--- src/rtl/alu_pkg.sv ---
// Shared ALU definitions: operand/opcode widths, legal opcodes, loader FSM states.
// Latency: n/a (types and constants only).  Backpressure: n/a.
package alu_pkg;

    localparam int DATA_W_DEF = 8;
    localparam int OP_W_DEF   = 6;

    localparam logic [OP_W_DEF-1:0] OP_ADD = 6'b100000;
    localparam logic [OP_W_DEF-1:0] OP_SUB = 6'b100010;
    localparam logic [OP_W_DEF-1:0] OP_AND = 6'b100100;
    localparam logic [OP_W_DEF-1:0] OP_OR  = 6'b100101;
    localparam logic [OP_W_DEF-1:0] OP_XOR = 6'b100110;
    localparam logic [OP_W_DEF-1:0] OP_NOR = 6'b100111;
    localparam logic [OP_W_DEF-1:0] OP_SRA = 6'b000011;
    localparam logic [OP_W_DEF-1:0] OP_SRL = 6'b000010;

    typedef enum logic [1:0] {
        LOAD_A  = 2'd0,
        LOAD_B  = 2'd1,
        LOAD_OP = 2'd2,
        READY   = 2'd3
    } loader_state_e;

    function automatic logic is_legal_op(input logic [OP_W_DEF-1:0] op);
        case (op)
            OP_ADD, OP_SUB, OP_AND, OP_OR,
            OP_XOR, OP_NOR, OP_SRA, OP_SRL: is_legal_op = 1'b1;
            default:                        is_legal_op = 1'b0;
        endcase
    endfunction

endpackage

--- src/rtl/alu_input_loader_btn_conditioner.sv ---
// Button conditioner: 2-flop sync, optional debounce (ALU_LOADER_DEBOUNCE_EN), rising-edge pulse.
// Latency: pulse 2 edges after raw rises (+DEBOUNCE_CYCLES when debounced).  Backpressure: none.
module btn_conditioner #(
    parameter int DEBOUNCE_CYCLES = 4
) (
    input  logic clk,
    input  logic rst_n,
    input  logic raw,
    output logic pulse
);

    logic [1:0] sync_q;
    logic       level;
    logic       level_q;

    always_ff @(posedge clk or negedge rst_n) begin
        if (!rst_n) begin
            sync_q <= 2'b00;
        end else begin
            sync_q <= {sync_q[0], raw};
        end
    end

`ifdef ALU_LOADER_DEBOUNCE_EN
    localparam int CNT_W = (DEBOUNCE_CYCLES > 1) ? $clog2(DEBOUNCE_CYCLES + 1) : 1;

    logic [CNT_W-1:0] cnt_q;
    logic             stable_q;

    // Any sample equal to the accepted level restarts the run of new-level samples.
    always_ff @(posedge clk or negedge rst_n) begin
        if (!rst_n) begin
            cnt_q    <= '0;
            stable_q <= 1'b0;
        end else if (sync_q[1] == stable_q) begin
            cnt_q <= '0;
        end else if (cnt_q >= CNT_W'(DEBOUNCE_CYCLES - 1)) begin
            cnt_q    <= '0;
            stable_q <= sync_q[1];
        end else begin
            cnt_q <= cnt_q + CNT_W'(1);
        end
    end

    assign level = stable_q;
`else
    assign level = sync_q[1];

    if (DEBOUNCE_CYCLES < 0) begin : g_no_debounce
    end
`endif

    always_ff @(posedge clk or negedge rst_n) begin
        if (!rst_n) begin
            level_q <= 1'b0;
        end else begin
            level_q <= level;
        end
    end

    assign pulse = level & ~level_q;

endmodule

--- src/rtl/alu_input_loader.sv ---
// Loads num1, num2, opcode from switches on button presses; ALU_LOADER_DEBOUNCE_EN adds debounce.
// Latency: outputs update 3 edges after btn_load rises (+DEBOUNCE_CYCLES if debounced).  Backpressure: none.
module alu_input_loader
    import alu_pkg::*;
#(
    parameter int DATA_W          = DATA_W_DEF,
    parameter int OP_W            = OP_W_DEF,
    parameter int DEBOUNCE_CYCLES = 4
) (
    input  logic              clk,
    input  logic              rst_n,
    input  logic [DATA_W-1:0] sw,
    input  logic              btn_load,
    input  logic              btn_clear,
    output logic [DATA_W-1:0] num1,
    output logic [DATA_W-1:0] num2,
    output logic [OP_W-1:0]   opcode,
    output logic              valid,
    output logic              op_err,
    output logic [1:0]        state
);

    logic          load_evt;
    logic          clear_evt;
    loader_state_e state_q;

    btn_conditioner #(.DEBOUNCE_CYCLES(DEBOUNCE_CYCLES)) u_cond_load (
        .clk   (clk),
        .rst_n (rst_n),
        .raw   (btn_load),
        .pulse (load_evt)
    );

    btn_conditioner #(.DEBOUNCE_CYCLES(DEBOUNCE_CYCLES)) u_cond_clear (
        .clk   (clk),
        .rst_n (rst_n),
        .raw   (btn_clear),
        .pulse (clear_evt)
    );

    always_ff @(posedge clk or negedge rst_n) begin
        if (!rst_n) begin
            num1    <= '0;
            num2    <= '0;
            opcode  <= '0;
            valid   <= 1'b0;
            op_err  <= 1'b0;
            state_q <= LOAD_A;
        end else begin
            op_err <= 1'b0;
            // Clear wins over a load event arriving on the same edge.
            if (clear_evt) begin
                num1    <= '0;
                num2    <= '0;
                opcode  <= '0;
                valid   <= 1'b0;
                state_q <= LOAD_A;
            end else if (load_evt) begin
                case (state_q)
                    LOAD_A: begin
                        num1    <= sw;
                        state_q <= LOAD_B;
                    end
                    LOAD_B: begin
                        num2    <= sw;
                        state_q <= LOAD_OP;
                    end
                    LOAD_OP: begin
                        if (is_legal_op(sw[OP_W-1:0])) begin
                            opcode  <= sw[OP_W-1:0];
                            valid   <= 1'b1;
                            state_q <= READY;
                        end else begin
                            op_err <= 1'b1;
                        end
                    end
                    READY: begin
                        num1    <= sw;
                        valid   <= 1'b0;
                        state_q <= LOAD_B;
                    end
                    default: begin
                        valid   <= 1'b0;
                        state_q <= LOAD_A;
                    end
                endcase
            end
        end
    end

    assign state = state_q;

endmodule
--- config.mk ---
export PLATFORM = sky130hd
export DESIGN_NAME = alu_input_loader
export DESIGN_NICKNAME = d
export VERILOG_FILES = /design/src/rtl/alu_pkg.sv /design/src/rtl/alu_input_loader_btn_conditioner.sv /design/src/rtl/alu_input_loader.sv
export SDC_FILE = /design/constraint.sdc
export NUM_CORES = 1
export LEC_CHECK = 0
export BUFFER_PORTS_ARGS = -buffer_cell sky130_fd_sc_hd__buf_4
export CAP_MARGIN = 0
export CORE_MARGIN = 1.5
export CORE_UTILIZATION = 50
export CTS_CLUSTER_DIAMETER = 150
export DETAILED_ROUTE_END_ITERATION = 6
export GPL_TIMING_DRIVEN = 0
export HOLD_SLACK_MARGIN = 0.03
export PLACE_DENSITY = 0.77
export REMOVE_ABC_BUFFERS = 1
export SLEW_MARGIN = 5
export SYNTH_ARGS = -nofsm -noshare
export SYNTH_HDL_FRONTEND = slang
export SYNTH_HIERARCHICAL = 1
export SYNTH_SLANG_ARGS = --single-unit
--- constraint.sdc ---
create_clock -name clk -period 3.35 [get_ports clk]
set_input_delay 0 -clock clk [delete_from_list [all_inputs] [get_ports clk]]
set_output_delay 0 -clock clk [all_outputs]
set_load 0.01 [all_outputs]
==> impl_metrics.ini, run 1 <==
[outcome]
outcome = complete, no violations

[floorplanning]
die_w_um = 55.6
core_um2 = 2540
die_area_um2 = 3090
rows = 18
ios = 38
die_y_um = 55.6
start_util = 0.544

[cells_and_area]
fin_nets = 196
regArea_um2 = 801
drive_above_1_share = 0.280
final_common_cell = buf_4
final_cell_mix = 37 x buf_4, 32 x dfrtp_1, 20 x nand2_1
antenna_cells = 0
fillers = 187
multi_input_area_um2 = 546
areaGrowthSynthToFinish_pct = 36.4

[detailed_routing]
vias = 1157
dr.max_layer_used = met4
routed_wl_um = 2900
wl_met1_um = 1260
via_per_inst = 5.46
wl_met2_um = 1380
drtAntennaViolNets = 0
drc = 0
wl_met3_um = 208
first_pass_iters = 4
wire_per_inst_um = 13.7
drtIter0Drc = 26

[setup_path]
r2r-end = opcode[1]
cp.arrival_ns = 2.50
startpoint_type = flip-flop
crit_fanout = 21
crit_required_ns = 3.61
rr_worst_depth = 5
timing.rr.start = u_cond_load/level_q
rrSetupSlack_ns = 1.12
critPathKind = flip-flop to flip-flop
cp-end-kind = flip-flop

[clock_network]
cts_buffers = 5
clock_path_buffers = 2
postCtsResizedCells = 0
cts_tree = done
cts_max_level = 2
clock_latency_ns = 0.33
clk_pin_slew_ns = 0.10
cts_setup_buffers = 0
clock_sinks = 32
cts_hold_buffers = 12
cts_root_buffer = clkbuf_4

[run]
cap_viol_max_count = 0

[timing]
period_minus_slack_ns = 2.23
relSlewSlack = 0.562
drv_slew = 0
tightest_slew_ns = 0.655
max_freq_ghz = 0.448
timing.final.crit_share = 0.667
skew_ns = 0.0114
rsz0062_at_grt = false
setup_slack_ns = 1.12
finalHoldViolCount = 0
setup_violations = 0
tns_ns = 0

[synthesis]
synth_enable_flop_cells = 0
ys_seq_elements = 32
synth_cell_types = 22
syn_area_um2 = 1380
ys_seq_area_frac = 0.579
synth_area_per_cell_um2 = 10.5
ys.flop_type = dfrtp_1
syn_inst = 132
yosysWarningCount = 6
async_flop_share = 1.00

[hold_path]
holdCritPathClass = input pin to asynchronous set/reset pin

[grt]
grt.total_usage = 0.204
gr-total-overflow = 0
grt_first_pass_wirelength_um = 4840
grt_pass1_vias = 1063
antenna_found_initial = 0
grt_max_degree = 35

[pwr]
powerDensity_nw_per_um2 = 602
p_leak_uw = 0.000891
power_uw = 1140
vdd_ir_drop_max_mv = 0.468

[placement]
dp_worst_setup_slack_ns = 1.45
gp_congestion = 0.708
dp_hpwl_um = 1890
port-buffer-count = 37
-- worst max path at each step --
stage	start	cells after the start	end
2_1_floorplan	u_cond_load/level_q	5	valid
3_3_place_gp	u_cond_load/level_q	5	valid
3_5_place_dp	u_cond_load/level_q	5	valid
4_1_cts	u_cond_load/level_q	5	opcode[1]
5_1_grt	u_cond_load/sync_q[1]	5	opcode[0]
6_report	u_cond_load/level_q	5	opcode[1]
-- final cells by class --
type                    count  area share
multi-input cells          90       0.289
flip-flops and latches     32       0.424
clock buffers               7      0.0345
inverters                   3     0.00596
repair buffers             49       0.211
well taps                  30      0.0199
clock inverters             1      0.0159
-- sequential cells by signal (all words and copies together), names as in the netlist --
register              count
num1                      8
num2                      8
op_err                    1
opcode                    6
state                     2
u_cond_clear/level_q      1
u_cond_clear/sync_q       2
u_cond_load/level_q       1
u_cond_load/sync_q        2
valid                     1
-- logic make-up after synthesis --
kind of cell,synth area share
simple gates,0.250
flops,0.579
compound gates,0.0714
buf+inv,0.0271
mux,0.0452
fa+ha+maj,0.0271
-- synth_stat cells, types with 2 or more instances --
cell,number,area share
inv_1,2,0.0054
a21oi_1,17,0.061
nor2b_4,2,0.020
nor3b_1,3,0.016
nand2_1,20,0.054
nand3_1,16,0.058
nor3_1,2,0.0072
nand3b_1,2,0.011
nor2_1,4,0.011
nand2b_1,9,0.041
mux2_2,2,0.016
ha_1,3,0.027
dfrtp_1,32,0.58
mux2i_1,4,0.029
clkbuf_1,7,0.019
-- metal layers --
| metal | GRT usage | vias to the layer above |
|---|---|---|
| met5 | 0 | - |
| met1 | 0.255 | 563 |
| li1 | - | 547 |
| met3 | 0.0767 | 5 |
| met4 | 0.0732 | 0 |
| met2 | 0.327 | 42 |
-- power breakdown --
group	leakage (uW)	internal, uW	switching, uW	total, uW
clock network	0.0000515	198	126	324
logic	0.000416	150	175	325
registers	0.000424	448	40.4	488
-- critical path, cell delays in order (launching register included) --
cell	delay, ns
dfrtp_1	0.40
nor2b_4	0.40
nand2_1	0.18
nor4_4	0.27
dlygate4sd3_1	0.72
mux2i_1	0.20
-- per-stage QoR --
step | cells | hold WS (ns) | utilization | cell area (um^2)
after floorplan | 125 | -0.296 | - | 1360
after detailed placement | 192 | -0.0425 | 0.657 | 1670
final | 212 | 0.128 | 0.742 | 1890
after global routing | 212 | 0.134 | 0.742 | 1890
after CTS | 212 | 0.128 | 0.742 | 1890
after global placement | 192 | -0.0529 | 0.657 | 1670
No activity file was read; power rests on OpenSTA's default activity.
==> run 2: changes to the inputs <==
Settings changed: ABC_AREA set to 1, CORE_UTILIZATION 50 to 45, PLACE_DENSITY 0.77 to 0.73.
Clock period 3.35 ns to 2 ns, I/O delays scaled along.
==> impl_metrics.ini, run 2 <==
[clock_network]
cts_buffers = 5
cts_max_level = 2
clock_sinks = 32
cts_tree = done
clk_pin_slew_ns = 0.11
cts_root_buffer = clkbuf_4
clock_path_buffers = 2
clock_latency_ns = 0.33

[pwr]
powerDensity_nw_per_um2 = 1380
vdd_ir_drop_max_mv = 0.877
p_leak_uw = 0.000942

[timing]
rsz0062_at_grt = false
max_freq_ghz = 0.535
timing.final.crit_share = 0.935
relSlewSlack = 0.733
setup_violations = 0
tns_ns = 0
period_minus_slack_ns = 1.87
skew_ns = 0.0134
tightest_slew_ns = 0.400
holdWs_ns = 0.0442
finalHoldViolCount = 0
setup_slack_ns = 0.129
drv_slew = 0

[synthesis]
syn_area_um2 = 1370
ys.flop_type = dfrtp_1
netlist.top_cell.by_area = dfrtp_1
yosysWarningCount = 6
yosysTopAreaCellShare = 0.586
async_flop_share = 1.00
synth_enable_flop_cells = 0
ys_seq_area_frac = 0.586
ys_seq_elements = 32
synth.most_common_cell = dfrtp_1
synth.top_cells.by_count = 32 x dfrtp_1, 19 x nand2_1, 17 x inv_1, 16 x nor2_1, 8 x mux2_4
synth_area_leaders = dfrtp_1 59%, mux2_4 8.8%, nand2_1 5.2%
synth_area_per_cell_um2 = 10.9
syn_inst = 125
synth_cell_types = 18

[detailed_routing]
drc = 3
routed_wl_um = 2590
vias = 978
drtIter0Drc = 21
via_per_inst = 4.82
drtAntennaViolNets = 0
first_pass_iters = 7
wire_per_inst_um = 12.7

[grt]
gr-total-overflow = 0
grt.total_usage = 0.180
antenna_found_initial = 0
grt_max_degree = 33
grt_first_pass_wirelength_um = 4420
grt_pass1_vias = 978

[floorplanning]
rows = 19
start_util = 0.483
die_w_um = 58.1
die_y_um = 58.1
core_um2 = 2830
ios = 38
die_area_um2 = 3380

[setup_path]
startpoint_type = flip-flop
cp-end-kind = flip-flop
crit_fanout = 11
cp.arrival_ns = 2.10
crit_required_ns = 2.23
critPathKind = flip-flop to flip-flop

[cells_and_area]
final_common_cell = buf_4
drive_above_1_share = 0.366
final_cells = 203
final_cell_mix = 37 x buf_4, 32 x dfrtp_1, 19 x nand2_1
antenna_cells = 0
areaGrowthSynthToFinish_pct = 30.0
largestRegisters = num1 x8, num2 x8, opcode x6
final_core_util = 0.628
fin_nets = 186

[outcome]
outcome = finished, violations left
violations = design-rule violations

[placement]
port-buffer-count = 37
dp_worst_setup_slack_ns = -0.283
dp_hpwl_um = 1800
dp.cells = 190
gp_congestion = 0.767

[hold_path]
holdCritPathClass = input pin to flip-flop

[run]
cap_viol_max_count = 0
[run 2: changes by cell type in the layout (fill, tap and decap cells not counted), sizes merged, moves of 3 or more]
cell and delta:
a21oi -9, dlygate4sd3 -7, inv +15, mux2 +8
mux2i -4, nand2b -9, nand3 -10, nor2 +16
nor3b -3, o21ai +3
[run 2: power breakdown]
part / switching (uW) / leakage [uW] / total [uW] / internal (uW)
sequential: 158 / 0.000391 / 1050 / 888
combinational: 472 / 0.000523 / 1040 / 570
clock: 220 / 0.0000284 / 359 / 140
[run 2: path summary, 6_finish.rpt]
path                                            start                    end  slack, ns  cells past startpoint
worst max-delay path             u_cond_clear/level_q                num1[5]       0.13                      4
worst min-delay path                            sw[5]              opcode[5]       0.04                      5
worst max register to register   u_cond_clear/level_q                num1[5]       0.13                      4
worst min register to register  u_cond_load/sync_q[0]  u_cond_load/sync_q[1]       0.36                      0
max in group asynchronous                       rst_n              opcode[4]       1.58                      2
min in group asynchronous                       rst_n                num2[7]       0.12                      2
[run 2: kinds of logic after synthesis]
| group | count (synthesis) | synth area share |
|---|---|---|
| AO/OA/AOI/OAI | 12 | 0.0513 |
| AND/OR/NAND/NOR | 47 | 0.157 |
| adder cells (fa/ha/maj) | 3 | 0.0275 |
| multiplexers | 10 | 0.104 |
| buffers and inverters | 21 | 0.0742 |
| flip-flops | 32 | 0.586 |
[run 2: per-layer routing]
metal	GRT usage	share of wire	vias up	wire length, um
li1	-	-	481	-
met1	0.224	0.42	463	1090
met2	0.287	0.51	30	1320
met3	0.0692	0.056	4	146
met4	0.0631	0.010	0	27
met5	0	0	-	0
[run 2: final cells by class]
class,instances,area (um^2)
Sequential cell,32,801
Fill cell,236,1050
Multi-Input combinational cell,72,484
Clock buffer,6,41.3
Tap cell,31,38.8
Clock inverter,2,16.3
Inverter,18,67.6
Timing Repair Buffer,42,328
[run 2: per-stage QoR]
step | area (um^2) | total power [uW]
after floorplan | 1330 | 1590
after global placement | 1650 | 2040
after detailed placement | 1650 | 2080
after CTS | 1780 | 2480
after global routing | 1780 | 2630
final | 1780 | 2450
[run 2: worst max-delay path, cell delays in order (launching register included)]
cell,delay (ns)
dfrtp_1,0.41
nor2_4,0.33
inv_1,0.25
a21oi_4,0.40
mux2_2,0.39
[run 2: what timing repair did]
item | CTS | global route
hold endpoints to repair | 39 | 0
setup endpoints to repair | 16 | 0
hold buffers | 5 | 0
buffers inserted | 0 | 0
gates resized for setup | 3 | 0
